File: config.mk
export PLATFORM = sky130hd
export DESIGN_NAME = rr_arbiter16_flat
export DESIGN_NICKNAME = d
export VERILOG_FILES = /design/src/rtl/rr_arbiter16_if.sv /design/src/rtl/rr_arbiter16.sv /design/src/flat_wrapper.sv
export SDC_FILE = /design/constraint.sdc
export NUM_CORES = 1
export LEC_CHECK = 0
export CORE_UTILIZATION = 50
export DETAILED_ROUTE_END_ITERATION = 6
export PLACE_DENSITY = 0.78
export SLEW_MARGIN = 20
export SYNTH_ARGS = -nofsm -noshare
export SYNTH_HDL_FRONTEND = slang
export SYNTH_SLANG_ARGS = --single-unit
File: constraint.sdc
create_clock -name clk -period 4.7 [get_ports clk]
set_clock_uncertainty 0.05 [all_clocks]
set_input_delay 0.94 -clock clk [delete_from_list [all_inputs] [get_ports clk]]
set_output_delay 0.94 -clock clk [all_outputs]
set_load 0.05 [all_outputs]
File: src/rtl/rr_arbiter16_if.sv
// rtl/rr_arbiter16_if.sv - request/grant bundle shared by the requesters and the 16-way arbiter
//
// Signals:
//   req        requester -> arbiter  request vector, bit i = requester i
//   release_i  requester -> arbiter  current owner is done with the resource
//   mode       requester -> arbiter  0 = round-robin, 1 = fixed priority (highest index)
//   gnt        arbiter -> requester  one-hot grant
//   gnt_idx    arbiter -> requester  binary index of the granted requester
//   gnt_valid  arbiter -> requester  a grant is active
//   timeout    arbiter -> requester  one-cycle pulse when a grant is forced off
// Modports: master = requester side, slave = arbiter side.
interface rr_arbiter16_if #(
    parameter int N    = 16,
    parameter int IDXW = 4
);
    logic [N-1:0]    req;
    logic            release_i;
    logic            mode;
    logic [N-1:0]    gnt;
    logic [IDXW-1:0] gnt_idx;
    logic            gnt_valid;
    logic            timeout;

    modport master (
        output req, release_i, mode,
        input  gnt, gnt_idx, gnt_valid, timeout
    );

    modport slave (
        input  req, release_i, mode,
        output gnt, gnt_idx, gnt_valid, timeout
    );
endinterface

File: src/rtl/rr_arbiter16.sv
// rtl/rr_arbiter16.sv - 16-way round-robin / fixed-priority arbiter with grant hold and hold timeout
//
// Ports:
//   clk    rising-edge clock
//   rst_n  asynchronous active-low reset
//   bus    rr_arbiter16_if.slave: req, release_i, mode in; gnt, gnt_idx, gnt_valid, timeout out
// Parameters:
//   N        number of requesters (16 for this revision)
//   IDXW     grant index width, log2(N)
//   MAX_HOLD maximum grant length in cycles; 0 disables the timeout
module rr_arbiter16 #(
    parameter int N        = 16,
    parameter int IDXW     = 4,
    parameter int MAX_HOLD = 8
) (
    input  logic          clk,
    input  logic          rst_n,
    rr_arbiter16_if.slave bus
);

    localparam int              CW        = (MAX_HOLD < 1) ? 1 : $clog2(MAX_HOLD + 1);
    localparam logic [CW-1:0]   HOLD_LAST = CW'(MAX_HOLD);

    typedef enum logic {
        IDLE = 1'b0,
        BUSY = 1'b1
    } state_t;

    state_t          state, state_n;
    logic [IDXW-1:0] ptr, ptr_n;
    logic [CW-1:0]   hold, hold_n;
    logic [N-1:0]    gnt_q, gnt_n;
    logic [IDXW-1:0] idx_q, idx_n;
    logic            to_q, to_n;

    logic [N-1:0]    below_ptr;
    logic [N-1:0]    rr_masked;
    logic [N-1:0]    rr_src;
    logic [IDXW-1:0] rr_win;
    logic [IDXW-1:0] hp_win;
    logic [IDXW-1:0] win;

    // Round-robin: take the lowest request at or above ptr; if none, the lowest
    // request overall, which is the wrap-around past index N-1.
    always_comb begin
        below_ptr = (N'(1) << ptr) - N'(1);
        rr_masked = bus.req & ~below_ptr;
        rr_src    = (|rr_masked) ? rr_masked : bus.req;
        rr_win    = '0;
        for (int i = N - 1; i >= 0; i--) begin
            if (rr_src[i]) begin
                rr_win = IDXW'(i);
            end
        end
    end

    // Fixed priority: highest set index wins.
    always_comb begin
        hp_win = '0;
        for (int i = 0; i < N; i++) begin
            if (bus.req[i]) begin
                hp_win = IDXW'(i);
            end
        end
    end

    assign win = bus.mode ? hp_win : rr_win;

    always_ff @(posedge clk or negedge rst_n) begin
        if (!rst_n) begin
            state <= IDLE;
            ptr   <= '0;
            hold  <= '0;
            gnt_q <= '0;
            idx_q <= '0;
            to_q  <= 1'b0;
        end else begin
            state <= state_n;
            ptr   <= ptr_n;
            hold  <= hold_n;
            gnt_q <= gnt_n;
            idx_q <= idx_n;
            to_q  <= to_n;
        end
    end

    always_comb begin
        state_n = state;
        ptr_n   = ptr;
        hold_n  = hold;
        gnt_n   = gnt_q;
        idx_n   = idx_q;
        to_n    = 1'b0;

        case (state)
            IDLE: begin
                if (|bus.req) begin
                    gnt_n   = N'(1) << win;
                    idx_n   = win;
                    hold_n  = CW'(1);
                    // IDXW bits wrap N-1 back to 0 on their own.
                    ptr_n   = win + IDXW'(1);
                    state_n = BUSY;
                end
            end
            BUSY: begin
                // Release outranks the timeout, so a simultaneous release never pulses timeout.
                if (bus.release_i || !bus.req[idx_q]) begin
                    gnt_n   = '0;
                    state_n = IDLE;
                end else if ((MAX_HOLD != 0) && (hold == HOLD_LAST)) begin
                    gnt_n   = '0;
                    to_n    = 1'b1;
                    state_n = IDLE;
                end else begin
                    hold_n  = hold + CW'(1);
                end
            end
            default: begin
                gnt_n   = '0;
                state_n = IDLE;
            end
        endcase
    end

    assign bus.gnt       = gnt_q;
    assign bus.gnt_idx   = idx_q;
    assign bus.gnt_valid = |gnt_q;
    assign bus.timeout   = to_q;

endmodule

File: src/flat_wrapper.sv
// flat-port wrapper written by rule: the top's interface ports become plain ports
module rr_arbiter16_flat 
#(
    parameter int N        = 16,
    parameter int IDXW     = 4,
    parameter int MAX_HOLD = 8
)
  (clk, rst_n, bus_req, bus_release_i, bus_mode, bus_gnt, bus_gnt_idx, bus_gnt_valid, bus_timeout);
  rr_arbiter16_if #(.N(N), .IDXW(IDXW)) bus_i ();
  input  logic clk;
  input  logic rst_n;
  input wire logic [$bits(bus_i.req)-1:0] bus_req;
  input wire logic [$bits(bus_i.release_i)-1:0] bus_release_i;
  input wire logic [$bits(bus_i.mode)-1:0] bus_mode;
  output wire logic [$bits(bus_i.gnt)-1:0] bus_gnt;
  output wire logic [$bits(bus_i.gnt_idx)-1:0] bus_gnt_idx;
  output wire logic [$bits(bus_i.gnt_valid)-1:0] bus_gnt_valid;
  output wire logic [$bits(bus_i.timeout)-1:0] bus_timeout;
  assign bus_i.req = bus_req;
  assign bus_i.release_i = bus_release_i;
  assign bus_i.mode = bus_mode;
  assign bus_gnt = bus_i.gnt;
  assign bus_gnt_idx = bus_i.gnt_idx;
  assign bus_gnt_valid = bus_i.gnt_valid;
  assign bus_timeout = bus_i.timeout;
  rr_arbiter16 #(.N(N), .IDXW(IDXW), .MAX_HOLD(MAX_HOLD)) u_core (.clk(clk), .rst_n(rst_n), .bus(bus_i));
endmodule
==> results of run 1 <==
-- synth_stat cells, types with 5 or more instances --
master     n
a21oi_1    8
mux4_2     5
ha_1       7
buf_2      8
inv_1     15
nand2b_1   6
dfrtp_1   30
nand3_1   12
nor2_1    27
nand4_1    6
a31oi_1    7
clkbuf_1   6
nor4_1     5
o21ai_0   20
a22o_1     9
nand2_1   32
-- through the flow --
stage                     instance area [um2]  std cells  utilization  TNS, ps
after CTS                                3160        413        0.656        0
after global placement                   3070        405        0.637        0
final                                    3170        413        0.659        0
after floorplan                          2560        299            -        0
after global routing                     3170        413        0.659        0
after detailed placement                 3070        405        0.637    -38.6
-- report_power, final --
| part | switching, W | leakage [nW] | internal (W) | total (W) |
|---|---|---|---|---|
| registers | 0.000141 | 0.392 | 0.000341 | 0.000482 |
| logic | 0.000883 | 0.898 | 0.000546 | 0.00143 |
| clock network | 0.000104 | 0.0482 | 0.000118 | 0.000222 |
-- cells by family (layout without fill, tap and decap cells) --
family,after synthesis,count (layout),synth area share
compound gates,96,96,0.292
xor+xnor,3,3,0.0103
fa+ha+maj,7,7,0.0342
buf+inv,39,86,0.0786
flops,30,30,0.293
mux,5,5,0.0439
simple gates,119,119,0.248
-- state kept, by name (all words and copies together), names as in the netlist --
signal and count:
u_core.ptr 4, u_core.bus.gnt 16, u_core.bus.gnt_idx 4, u_core.hold 4
u_core.bus.timeout 1, u_core.state 1
-- final cells by class --
class / instances / share of cell area
sequential: 30 / 0.237
clock buffer: 7 / 0.0272
clock inverter: 1 / 0.00158
multi-input combinational: 230 / 0.511
timing repair buffer: 61 / 0.177
inverter: 17 / 0.0201
tap: 67 / 0.0264
-- routing by layer --
metal	global-route usage	vias up
met1	0.468	1277
met2	0.453	126
met5	0	-
met3	0.0576	27
li1	-	1216
met4	0.0705	0
-- worst max-delay path by stage --
stage,startpoint,to,slack (ps),cells after the start
after floorplan,u_core.ptr[2],u_core.ptr[2],970,20
after global placement,bus_req[4],u_core.bus.gnt[2],160,12
after detailed placement,bus_req[4],u_core.ptr[2],-40,13
after CTS,u_core.ptr[2],u_core.ptr[2],80,15
after global routing,u_core.ptr[3],u_core.ptr[2],110,15
final,u_core.ptr[1],u_core.ptr[2],390,15
==> parameters.txt, run 1 <==
Parameter                              Value

Yosys
  Post-synthesis instance total ... 299
  Number of flip-flops and latches in the synthesized netlist ... 30
  Predominant post-synthesis flop cell ... dfrtp_1
  Avg Cell Area, Syn ... 8.57 um2
  Part of the Yosys area used for sequential elements ... 0.293
  Cell types with the largest area share after synthesis ... dfrtp_1 29%, nand2_1 4.7%, mux4_2 4.4%, nor2_1 4.0%, o21ai_0 3.9%
  Area of the mapped netlist ... 0.00256 mm2
  Number of enable flip-flop cells after synthesis ... 0
  Area share of the largest cell type after synthesis ... 0.293
  Synthesized net count ... 326
  Share of async-settable or async-resettable flops after synthesis ... 1.00
  Count of unique library cells instantiated by Yosys ... 73
  Library cell with the largest summed area after synthesis ... dfrtp_1
  Total of warnings raised by yosys ... 0

Placed design
  Port buffer count ... 41
  Detailed-placement wirelength estimate ... 5.82 mm
  Setup slack at placement ... -38.6 ps
  Last weighted congestion value of the routability-driven placer ... 0.935

Timing
  Worst setup margin ... 394 ps
  Share of the clock period used by the worst path after layout ... 0.916
  Setup repair after global routing missed its margin ... no
  Fin. max-slew vios ... 0
  Worst Max-Slew Pin Slew ... 589 ps
  Max_slew headroom ... 0.605
  Highest achievable clock rate ... 0.232 GHz
  Post-layout min period ... 4310 ps
  Hold Violations, Final ... 0
  Tightest hold margin ... 483 ps
  # setup viols final ... 0

Clock network
  Number of buffers inserted by hold repair at cts ... 0
  TritonCTS clock tree ... yes
  Clock-pin transition on the worst setup and hold timing paths ... 70 ps
  Clock Path Buffers ... 2
  Clock buffer count from CTS ... 5
  Buffer type at the clock tree root ... clkbuf_8
  Maximum level of the CTS H-tree ... 2
  Worst skew pair latency ... 290 ps
  Number of gates given a new drive strength after cts ... 0
  Clock tree sinks ... 30
  Post-CTS setup buffers ... 0

Power
  Total power consumption of the routed design ... 0.00213 W
  Power density relative to cell area ... 672 mW/mm2
  Maximum resistive drop on vdd ... 0.410 mV
  Leak ... 1.34 nW

Floorplan
  Effective utilization at floorplan ... 0.532
  Height of the die ... 73.6 um
  # IOs ... 42
  Core region area ... 0.00482 mm2
  Die outline area ... 0.00542 mm2
  Std-Cell Rows ... 25
  Die Width ... 73.6 um

Drt
  Detailed-route via count ... 2646
  DR WL met2 ... 3.47 mm
  1st-iter DRT viols ... 209
  Post-route DRC ... 0
  Highest metal layer used by the detailed router ... met4
  1st-pass router iterations ... 6
  Average detailed-routed wire length per instance ... 19.1 um
  Met1 layer wirelength in the final routing ... 3.68 mm
  Number of routed nets with antenna violations ... 0
  Met3 wire length ... 547 um
  Vias per inst ... 6.41
  Total Wirelength ... 7.87 mm

Critical path
  RR Endpoint ... u_core.ptr[2]
  Arrival time reported for the critical path endpoint ... 4460 ps
  Critical Path, Cell by Cell ... nor3_1 -> nand2_1 -> ha_1 -> nor3_1 -> a21oi_1 -> o211a_4 -> and4bb_4 -> nand3_1 -> o41ai_2 -> nor4b_1 -> a21oi_2 -> inv_1 -> nor2_1 -> ha_1 -> o21ai_0
  CP Buf/Inv Count ... 1
  Required time of the worst setup path ... 4850 ps
  Critical Setup Path Class ... reg -> reg
  Largest stage delay on the critical path ... 540 ps
  Crit-path max FO ... 19
  Startpoint of the most critical register-to-register path ... u_core.ptr[1]
  Critical Path Slowest Stage Cell ... dfrtp_1
  Startpoint Class ... flop
  Dominant delay contributor by cell family on the critical path ... simple AND/OR/NAND/NOR gates
  Register-to-register setup slack ... 390 ps
  Reg2Reg Depth ... 15
  Crit. End Element ... flop

GRT
  Number of antenna violations at the first check in global routing ... 0
  Overall fraction of global-route tracks in use ... 0.308
  Maximum number of pins on one net before global-route repair ... 31
  Sum of overflow across all layers after global routing ... 0
  Vias in the first global route ... 2319
  First-pass GRT wire length ... 12.4 mm

Job
  Maxcap violations ... 0

Worst hold path
  Worst Hold Depth ... 1
  Hold worst-path end ... u_core.bus.gnt[8]
  Class of the tightest hold or removal check ... reg -> reg
  Min-delay src ... u_core.bus.gnt[8]

Status
  Result of the run ... complete, no violations

Final layout
  Synthesis-to-layout area growth ... 23.8%
  Antenna cells ... 0
  Area of combinational cells with multiple inputs ... 0.00162 mm2
  Most frequent standard cell in the layout excluding fill and tap cells ... clkdlybuf4s50_1
  Fraction of layout instances using a drive strength above 1 ... 0.165
  Sequential standard cell area ... 751 um2
  Final nets ... 372
  Top library cells by usage in the layout, fill and taps aside ... 41 x clkdlybuf4s50_1, 32 x nand2_1, 30 x dfrtp_1
  Final-layout fill cell count ... 438
(Power assumes the default switching activity.)
==> run 2, diff against run 1 <==
--- a/config.mk
+++ b/config.mk
@@ -6,9 +6,10 @@
 export NUM_CORES = 1
 export LEC_CHECK = 0
 export CORE_UTILIZATION = 50
+export CTS_CLUSTER_DIAMETER = 200
 export DETAILED_ROUTE_END_ITERATION = 6
 export PLACE_DENSITY = 0.78
-export SLEW_MARGIN = 20
+export SLEW_MARGIN = 10
 export SYNTH_ARGS = -nofsm -noshare
 export SYNTH_HDL_FRONTEND = slang
 export SYNTH_SLANG_ARGS = --single-unit
==> constraint.sdc (replaced) <==
create_clock -name clk -period 4.7 [get_ports clk]
set_clock_uncertainty 0.05 [all_clocks]
set_input_delay 0.705 -clock clk [delete_from_list [all_inputs] [get_ports clk]]
set_output_delay 0.705 -clock clk [all_outputs]
set_load 0.05 [all_outputs]
==> run 2 against run 1 <==
  * Core utilization down 1.5 points
  * Critical path depth fell by 1
  * Register-to-register slack worse by 20 ps
  * First-iteration DRC count is 0.96% lower
  * Sequential power is 1% lower
  * Routed wire length is 1.9% lower
  * Hold slack better by 6.5 ps
  * Design area down 2.2%
==> parameters.txt, run 2 (same netlist as run 1, synthesis figures left out) <==
Parameter                              Value

Status
  Result of the run ... complete, no violations

Floorplan
  Height of the die ... 73.6 um (unchanged)
  # IOs ... 42 (unchanged)
  Die Width ... 73.6 um (unchanged)
  Die outline area ... 0.00542 mm2 (unchanged)
  Effective utilization at floorplan ... 0.532 (unchanged)
  Std-Cell Rows ... 25 (unchanged)
  Core region area ... 0.00482 mm2 (unchanged)

Timing
  Worst Max-Slew Pin Slew ... 943 ps (+355 ps)
  Max_slew headroom ... 0.368 (-0.237)
  Post-layout min period ... 4320 ps (+18.7 ps)
  Share of the clock period used by the worst path after layout ... 0.920 (+0.00398)
  Fin. max-slew vios ... 0 (unchanged)
  Highest achievable clock rate ... 0.231 GHz (-0.43%)
  Tightest hold margin ... 489 ps (+6.51 ps)
  Setup repair after global routing missed its margin ... no
  Hold Violations, Final ... 0 (unchanged)
  # setup viols final ... 0 (unchanged)
  Setup TNS Final ... 0 ps (unchanged)

Final layout
  Top library cells by usage in the layout, fill and taps aside ... 41 x clkdlybuf4s50_1, 32 x nand2_1, 30 x dfrtp_1
  Synthesis-to-layout area growth ... 21.0%
  Final nets ... 364 (-2.2%)
  Most frequent standard cell in the layout excluding fill and tap cells ... clkdlybuf4s50_1
  Antenna cells ... 0 (unchanged)
  Final-layout fill cell count ... 459 (+4.8%)
  Fraction of layout instances using a drive strength above 1 ... 0.139 (-0.0257)
  Final instance area ... 0.00310 mm2 (-2.2%)
  Area of combinational cells with multiple inputs ... 0.00161 mm2 (-0.69%)
  Number of cells in the finished layout apart from fillers ... 405 (-1.9%)
  Max FFs per register ... 16 (unchanged)
  Sequential standard cell area ... 751 um2 (unchanged)
  Post-layout utilization of the core ... 0.644 (-0.0148)

Clock network
  Worst skew pair latency ... 280 ps (about the same)
  Post-CTS setup buffers ... 0 (unchanged)
  Clock-pin transition on the worst setup and hold timing paths ... 60 ps (about the same)
  Clock Path Buffers ... 2 (unchanged)
  TritonCTS clock tree ... yes
  Clock tree sinks ... 30 (unchanged)
  Clock buffer count from CTS ... 5 (unchanged)
  Number of buffers inserted by hold repair at cts ... 0 (unchanged)
  Number of gates given a new drive strength after cts ... 0 (unchanged)
  Maximum level of the CTS H-tree ... 2 (unchanged)
  Buffer type at the clock tree root ... clkbuf_8

Critical path
  Register-to-register setup slack ... 380 ps (-20 ps)
  Startpoint Class ... flop
  Reg2Reg Depth ... 14 (-1)
  Dominant delay contributor by cell family on the critical path ... compound AO/OA/AOI/OAI gates
  RR Endpoint ... u_core.bus.gnt[10]
  Critical Setup Path Class ... reg -> reg
  Required time of the worst setup path ... 4820 ps (-30 ps)
  Startpoint of the most critical register-to-register path ... u_core.ptr[2]
  Cell occurring most often along the worst timing path ... ha_1
  Critical Path Slowest Stage Cell ... o211ai_1
  Crit-path max FO ... 12 (-7)
  Critical Path, Cell by Cell ... nor3_1 -> nand2_1 -> ha_1 -> nor2_1 -> a32oi_1 -> o211ai_1 -> inv_1 -> a221oi_1 -> o21ai_0 -> a31oi_1 -> o311a_1 -> inv_2 -> ha_1 -> a22o_1
  Arrival time reported for the critical path endpoint ... 4450 ps (about the same)
  Largest stage delay on the critical path ... 760 ps (+220 ps)
  CP Buf/Inv Count ... 2 (+1)
  Crit. End Element ... flop

Drt
  Number of routed nets with antenna violations ... 0 (unchanged)
  Detailed-route via count ... 2646 (unchanged)
  Post-route DRC ... 0 (unchanged)
  Total Wirelength ... 7.73 mm (-1.9%)
  Average detailed-routed wire length per instance ... 19.1 um (about the same)
  1st-iter DRT viols ... 207 (-0.96%)
  1st-pass router iterations ... 5 (-1)
  Vias per inst ... 6.53 (+2.0%)

Job
  Maxcap violations ... 0 (unchanged)

GRT
  Number of antenna violations at the first check in global routing ... 0 (unchanged)
  Overall fraction of global-route tracks in use ... 0.305 (-0.00307)
  Sum of overflow across all layers after global routing ... 0 (unchanged)
  Most heavily used metal layer in global routing ... met1
  Maximum number of pins on one net before global-route repair ... 31 (unchanged)
  First-pass GRT wire length ... 12.3 mm (-0.67%)
  GRT met2 Usage ... 0.422 (-0.0306)
  Vias in the first global route ... 2445 (+5.4%)
  Global routing usage on met1 ... 0.454 (-0.0142)
  GRT met3 Usage ... 0.0864 (+0.0288)

Worst hold path
  Class of the tightest hold or removal check ... reg -> reg
  Worst Hold Depth ... 1 (unchanged)
  Hold worst-path end ... u_core.bus.gnt[8]
  Min-delay src ... u_core.bus.gnt[8]

Power
  Leak ... 1.30 nW (-3.1%)
  Maximum resistive drop on vdd ... 0.607 mV (+48%)
  Power density relative to cell area ... 676 mW/mm2 (+0.52%)

Placed design
  Detailed-placement wirelength estimate ... 5.75 mm (-1.1%)
  Number of placed cells counting well taps ... 397 (-2.0%)
  Port buffer count ... 41 (unchanged)
  Cell area reported after detailed placement ... 0.00301 mm2 (-2.0%)
  Last weighted congestion value of the routability-driven placer ... 0.982 (+5.0%)
run 2: worst max-delay path by stage:
| stage | end | slack [ps] | start | cells after the start |
|---|---|---|---|---|
| floorplan | u_core.ptr[2] | 970 | u_core.ptr[2] | 20 |
| global placement | u_core.ptr[2] | 480 | bus_req[9] | 12 |
| detailed placement | u_core.bus.gnt[3] | 350 | u_core.ptr[2] | 16 |
| CTS | u_core.bus.gnt[3] | 310 | u_core.ptr[2] | 16 |
| global route | u_core.bus.gnt[3] | 80 | u_core.ptr[2] | 16 |
| finish | u_core.bus.gnt[10] | 380 | u_core.ptr[2] | 14 |
run 2: cell type report:
| class | count | area share |
|---|---|---|
| sequential | 30 | 0.242 |
| tap | 67 | 0.0270 |
| clock inverter | 1 | 0.00161 |
| inverter | 17 | 0.0206 |
| clock buffer | 7 | 0.0278 |
| timing repair buffer | 53 | 0.161 |
| multi-input combinational | 230 | 0.520 |
run 2: layer usage:
layer	share of wire	wire, um	up-vias
li1	-	-	1201
met1	0.46	3520	1255
met2	0.43	3280	170
met3	0.097	752	20
met4	0.022	168	0
met5	0	0	-
run 2: where the power goes:
part,leakage [nW],switching [W],internal (W)
combinational,0.857,0.000877,0.000530
clock,0.0482,0.0000946,0.000118
sequential,0.392,0.000135,0.000341
total,1.30,0.00111,0.000989
run 2: per-stage QoR:
stage,power (W),worst slack [ps]
finish,0.00210,375
global route,0.00222,76.5
CTS,0.00208,312
detailed placement,0.00186,347
global placement,0.00184,477
floorplan,0.00148,969
==> run 3, diff against run 2 <==
--- a/config.mk
+++ b/config.mk
@@ -9,7 +9,6 @@
 export CTS_CLUSTER_DIAMETER = 200
 export DETAILED_ROUTE_END_ITERATION = 6
 export PLACE_DENSITY = 0.78
-export SLEW_MARGIN = 10
 export SYNTH_ARGS = -nofsm -noshare
 export SYNTH_HDL_FRONTEND = slang
 export SYNTH_SLANG_ARGS = --single-unit
==> results of run 3 <==
Same layout as run 2: the final DEF is identical, and so are final timing and power.
